## src/rtl/flit_depacketizer.sv

```systemverilog
// flit_depacketizer: receive end of the NoC flit link; reassembles HEAD/BODY/TAIL/SINGLE
// flits into a parallel packet and flags and counts protocol violations.
`default_nettype none

module flit_depacketizer #(
   parameter int FLIT_DATA_WIDTH = 32,
   parameter int FLIT_TYPE_WIDTH = 2,
   parameter int FLIT_WIDTH      = FLIT_DATA_WIDTH + FLIT_TYPE_WIDTH,
   parameter int MAX_PAYLOAD     = 4,
   parameter int LEN_WIDTH       = $clog2(MAX_PAYLOAD + 1)
) (
   input  logic                                   clk,
   input  logic                                   rst,
   input  logic [FLIT_WIDTH-1:0]                  flit_in,
   input  logic                                   flit_valid,
   output logic                                   flit_ready,
   output logic                                   pkt_valid,
   input  logic                                   pkt_ready,
   output logic [7:0]                             pkt_dest,
   output logic [7:0]                             pkt_src,
   output logic [LEN_WIDTH-1:0]                   pkt_len,
   output logic [MAX_PAYLOAD*FLIT_DATA_WIDTH-1:0] pkt_data,
   output logic                                   err,
   output logic [15:0]                            err_count
);

   localparam logic [FLIT_TYPE_WIDTH-1:0] TYPE_HEAD   = FLIT_TYPE_WIDTH'(0);
   localparam logic [FLIT_TYPE_WIDTH-1:0] TYPE_BODY   = FLIT_TYPE_WIDTH'(1);
   localparam logic [FLIT_TYPE_WIDTH-1:0] TYPE_TAIL   = FLIT_TYPE_WIDTH'(2);
   localparam logic [FLIT_TYPE_WIDTH-1:0] TYPE_SINGLE = FLIT_TYPE_WIDTH'(3);
   localparam logic [LEN_WIDTH-1:0]       COUNT_FULL  = LEN_WIDTH'(MAX_PAYLOAD);

   typedef enum logic [1:0] {
      IDLE    = 2'd0,
      PAYLOAD = 2'd1,
      DELIVER = 2'd2
   } state_t;

   state_t                     state;
   logic [LEN_WIDTH-1:0]       count;
   logic [FLIT_TYPE_WIDTH-1:0] ftype;
   logic [FLIT_DATA_WIDTH-1:0] fdata;
   logic                       accept;
   logic                       err_set;

   assign ftype      = flit_in[FLIT_WIDTH-1 -: FLIT_TYPE_WIDTH];
   assign fdata      = flit_in[FLIT_DATA_WIDTH-1:0];
   assign flit_ready = (state != DELIVER) && !rst;
   assign accept     = flit_valid && flit_ready;

   // A stray payload flit outside a packet, or a header/overflow inside one, is a violation.
   always_comb begin
      err_set = 1'b0;
      if (accept) begin
         if (state == IDLE)
            err_set = (ftype == TYPE_BODY) || (ftype == TYPE_TAIL);
         else if (state == PAYLOAD)
            err_set = (ftype == TYPE_HEAD) || (ftype == TYPE_SINGLE) || (count == COUNT_FULL);
      end
   end

   always_ff @(posedge clk) begin
      if (rst) begin
         state     <= IDLE;
         count     <= '0;
         pkt_valid <= 1'b0;
         pkt_dest  <= '0;
         pkt_src   <= '0;
         pkt_len   <= '0;
         pkt_data  <= '0;
         err       <= 1'b0;
         err_count <= '0;
      end else begin
         err <= err_set;
         if (err_set && (err_count != 16'hFFFF))
            err_count <= err_count + 16'd1;

         case (state)
            IDLE, PAYLOAD: begin
               if (accept) begin
                  if ((ftype == TYPE_HEAD) || (ftype == TYPE_SINGLE)) begin
                     // Any header restarts assembly; an unfinished packet is simply abandoned.
                     pkt_dest <= fdata[FLIT_DATA_WIDTH-1 -: 8];
                     pkt_src  <= fdata[FLIT_DATA_WIDTH-9 -: 8];
                     pkt_len  <= '0;
                     pkt_data <= '0;
                     count    <= '0;
                     if (ftype == TYPE_SINGLE) begin
                        state     <= DELIVER;
                        pkt_valid <= 1'b1;
                     end else begin
                        state <= PAYLOAD;
                     end
                  end else if (state == PAYLOAD) begin
                     if (count == COUNT_FULL) begin
                        state <= IDLE;
                     end else begin
                        for (int i = 0; i < MAX_PAYLOAD; i++) begin
                           if (count == LEN_WIDTH'(i))
                              pkt_data[i*FLIT_DATA_WIDTH +: FLIT_DATA_WIDTH] <= fdata;
                        end
                        count <= count + 1'b1;
                        if (ftype == TYPE_TAIL) begin
                           pkt_len   <= count + 1'b1;
                           state     <= DELIVER;
                           pkt_valid <= 1'b1;
                        end
                     end
                  end
               end
            end
            DELIVER: begin
               if (pkt_ready) begin
                  pkt_valid <= 1'b0;
                  state     <= IDLE;
               end
            end
            default: state <= IDLE;
         endcase
      end
   end

endmodule

`default_nettype wire

```

## config.mk

```make
export PLATFORM = sky130hd
export DESIGN_NAME = flit_depacketizer
export DESIGN_NICKNAME = d
export VERILOG_FILES = /design/src/rtl/flit_depacketizer.sv
export SDC_FILE = /design/constraint.sdc
export NUM_CORES = 1
export LEC_CHECK = 0
export CORE_ASPECT_RATIO = 0.8
export CORE_MARGIN = 8
export CORE_UTILIZATION = 50
export DETAILED_ROUTE_END_ITERATION = 6
export PLACE_DENSITY = 0.89
export SLEW_MARGIN = 20
export SYNTH_ARGS = -nofsm -noshare
export SYNTH_HDL_FRONTEND = slang
export SYNTH_SLANG_ARGS = --single-unit
```

## constraint.sdc

```tcl
create_clock -name clk -period 4.1 [get_ports clk]
set_clock_uncertainty 0.1 [all_clocks]
set_input_delay 1.23 -clock clk [delete_from_list [all_inputs] [get_ports clk]]
set_output_delay 1.23 -clock clk [all_outputs]
set_load 0.03 [all_outputs]
```

Word level (Yosys, flattened, before mapping):

Index checks and enable logic that the tools add are counted.

* bits of input ports: 38
* word-level logic and storage cells: 93
* flip-flop bits (word level): 170

* $add $sub $neg: 2
* muxes and demuxes: 33
* reductions and logical operators: 27
* equality and inequality tests: 19

Operators with widths (count)
* 128-bit 2-to-1 mux: 3
* 32-bit 2-to-1 mux: 4
* 5-bit AND reduction: 5
* 3-bit 2-to-1 mux: 7
* 16-bit by 1-bit adder with 16-bit output, second input constant: 1
* 16-bit inequality test, second input constant: 1
* 2-bit 2-to-1 mux: 7
* 2-bit nonzero test: 7
* 3-bit inequality test, second input constant: 4
* 1-bit 2-to-1 mux: 10
* 2-bit inequality test, second input constant: 4
* 4-bit AND reduction: 2
* 7-bit AND reduction: 1
* 2-bit equality test, second input constant: 3
* 3-bit by 2-bit equality test with 1-bit output, second input constant: 2
* 2-bit by 1-bit equality test with 1-bit output, second input constant: 2
* 2-bit zero test: 2
* 4-bit inequality test, second input constant: 1
* 2-bit case mux with 2 select lines: 1
* 3-bit by 1-bit adder with 3-bit output, second input constant: 1
* 3-bit by 1-bit equality test with 1-bit output, second input constant: 1
* 3-bit equality test, second input constant: 1
* 1-bit logical AND: 3
* 3-bit zero test: 1
* 5 further kinds: 7

Logic depth before layout (Yosys ltp):

* depth after elaboration: 7
* gate-level depth with buffers: 10
* depth with buffers taken out: 7

Worst setup path after synthesis:

No wires, ideal clock.

* kind: input-to-output
* start: input rst
* end: output flit_ready
* arrival time: 2.166 ns
* required time: 2.770 ns
* slack: 0.604 ns
* stages: 4
* buffers on the path: 3
* path through: buf_6 -> clkbuf_1 -> clkbuf_1 -> nor2_1

* longest elaborated chain between the ends: 2

Ends and longest elaborated chain
* start, declared: RTL line 13 `input logic rst,`
* 1-bit zero test: RTL line 48 `assign flit_ready = (state != DELIVER) && !rst;`
* 1-bit logical AND: RTL line 48
* end, declared: RTL line 16 `output logic flit_ready,`

No other way between the ends.

Final worst setup path:

Ends and elaborated chain as after synthesis.

==> metrics.yaml <==
logic_synthesis:
  synth_edf_count: 0
  synth-seq-cells: 170
  yosysSeqAreaShare_pct: 50.8
  netlist-cell-type-count: 39
  synth_area_um2: 6710
  syn_inst: 820
  ys.flop_type: "dfxtp_1"
  yosysWarnings: 0
  syn-num-nets: 868
  avgSynthCellArea_um2: 8.18
  async_flop_share_pct: 0
status:
  status: "completed"
setup_path:
  path_max_fanout: 4
  arrival_ns: 2.16
  reg2reg_depth: 6
  r2r-start: "count[0]"
  worstSetupStartpointType: "input port"
  reg2reg_to: "err_count[11]"
  worstSetupPathType: "input port to output pin"
  required_ns: 2.77
  crit_path_end_kind: "output pin"
  ff2ff_setup_slack_ns: 1.52
route:
  vias_per_cell: 5.77
  vias: 6814
  drc: 0
  wire_per_inst_um: 18.7
  drtIter0Drc: 658
  finalWirelength_mm: 22.1
  ant_nets: 0
  first_pass_iters: 7
floorplan:
  die_h_um: 120
  die_area_um2: 17400
  io_pins: 204
  die_w_um: 145
  start_util_pct: 50.4
  core_area_um2: 13300
  fp-row-count: 38
power_and_ir_drop:
  cellLeakagePower_nw: 3.12
  ir_drop_uv: 283
  switching_share_pct: 27.6
  combPwrFrac_pct: 13.2
  pwr-share-clk_pct: 41.2
  internal-power_w: 0.00272
  power.density_nw_per_um2: 399
  seqPwrFrac_pct: 45.7
  power_switching_w: 0.00104
clock_network:
  clk_latency_ns: 0.42
  cts_tree: "yes"
  cts_setup_buffers: 0
  ctsResizeCount: 0
  clock_sinks: 170
  clock_path_buffers: 2
  cts_hold_buf: 0
  cts_root_buf: "clkbuf_16"
  clk_pin_slew_ns: 0.06
  cts_max_level: 4
  cts_made_buffers: 17
sta:
  rsz0062_at_grt: "no"
  hold_viol_final: 0
  slew_headroom_pct: 35.9
  setup-tns-final_ns: 0
  min_period_ns: 3.49
  worst_pin_slew_ns: 0.962
  maxSlewViolCount: 0
  fmax_mhz: 287
  setup_violations: 0
  min_period_over_period_pct: 85.0
grt:
  grt_pass1_vias: 6256
  grt_pass1_wl_mm: 34.9
  grt_usage_pct: 24.4
  grt_max_degree: 134
  overflow: 0
  antenna_found_initial: 0
finish:
  antenna_cells: 0
  area_growth_pct: 40.6
  drive_gt1_share_pct: 6.30
  final_cells: 1180
  final_cell_mix: "202 x clkdlybuf4s50_1, 170 x dfxtp_1, 155 x a21oi_1"
  final_common_cell: "clkdlybuf4s50_1"
  nNetsFinal: 1035
run:
  max_cap_violations: 0
worst_hold_path:
  hold_start: "pkt_data[52]"
  whs_endpoint: "pkt_data[52]"
  min_path_cells: 2
  hold_class: "flip-flop to flip-flop"
place:
  gp_congestion: 0.817
  port_buffers: 203
  place_hpwl_mm: 14.6
  dp_cells: 1148
-- through the flow --
stage	utilization (%)	hold WS [ns]	total power, W	instance area (um^2)	setup WS [ns]
detailed placement	66.6	0.346	0.00224	8870	0.283
finish	70.8	0.353	0.00376	9430	0.613
floorplan	-	0.331	0.00202	6710	0.604
CTS	70.8	0.354	0.00377	9430	0.609
global placement	66.6	0.341	0.00224	8860	0.423
global route	70.8	0.373	0.00388	9430	0.545
-- logic make-up after synthesis --
kind of cell	count (synthesis)	share of synthesized area, %
and+or+nand+nor	321	22.8
muxes	5	0.821
adders and majority gates	10	1.87
buffers and inverters	86	5.37
DFF	170	50.8
AOI/OAI and AO/OA	228	18.4
-- synthesized netlist by cell type, types with 3 or more instances --
cell | instances | share of area, %
nor4_1 | 5 | 0.47
o21ai_0 | 40 | 3.0
ha_1 | 10 | 1.9
nand2_1 | 138 | 7.7
buf_1 | 8 | 0.45
clkbuf_1 | 61 | 3.4
o41ai_1 | 4 | 0.52
o31ai_1 | 3 | 0.34
nor2b_1 | 5 | 0.47
inv_1 | 12 | 0.67
nand4_1 | 37 | 3.5
a211oi_1 | 3 | 0.34
a21oi_1 | 156 | 12
o21a_1 | 3 | 0.34
nor2_1 | 14 | 0.78
and3b_1 | 3 | 0.39
buf_6 | 5 | 0.84
dfxtp_1 | 170 | 51
mux2_2 | 4 | 0.67
o311ai_0 | 5 | 0.65
nand3_1 | 105 | 7.8
or4_1 | 4 | 0.45
o21ai_1 | 3 | 0.22
-- power groups by stage --
stage | clock (W) | sequential, W | combinational (W)
after floorplan | 0 | 0.00183 | 0.000189
after global placement | 0 | 0.00175 | 0.000487
after detailed placement | 0 | 0.00175 | 0.000490
after CTS | 0.00156 | 0.00172 | 0.000492
after global routing | 0.00164 | 0.00172 | 0.000525
final | 0.00155 | 0.00172 | 0.000495
-- layout make-up --
type | instances | area [um^2]
clock buffers | 20 | 447
flip-flops and latches | 170 | 3400
clock inverters | 12 | 113
inverters | 12 | 45.0
repair buffers | 222 | 2210
multi-input cells | 564 | 2980
well taps | 180 | 225
fillers | 1051 | 3890
-- routing by layer --
layer | vias up | routed length [um] | global-route usage, %
met3 | 29 | 2270 | 8.80
met5 | - | 0 | 0
met4 | 0 | 478 | 8.76
met1 | 3244 | 9160 | 31.4
li1 | 3225 | - | -
met2 | 316 | 10200 | 37.2
-- critical path, cell delays in order --
cell and delay [ns]:
buf_4 0.13, nor2_1 0.11, clkdlybuf4s50_1 0.68
-- flip-flops by register name, summed over array words and instances (netlist names) --
name and flops:
pkt_data 128, state 2, err_count 16, count 3, err 1, pkt_len 3
pkt_dest 8, pkt_src 8, pkt_valid 1
-- how the worst max path moves through the flow --
stage | from | to | cells after the start
after floorplan | rst | flit_ready | 4
after global placement | flit_in[32] | err_count[11] | 7
after detailed placement | flit_in[33] | err_count[11] | 7
after CTS | rst | flit_ready | 3
after global routing | flit_in[32] | err_count[11] | 7
final | rst | flit_ready | 3
No activity file was read; power rests on OpenSTA's default activity.
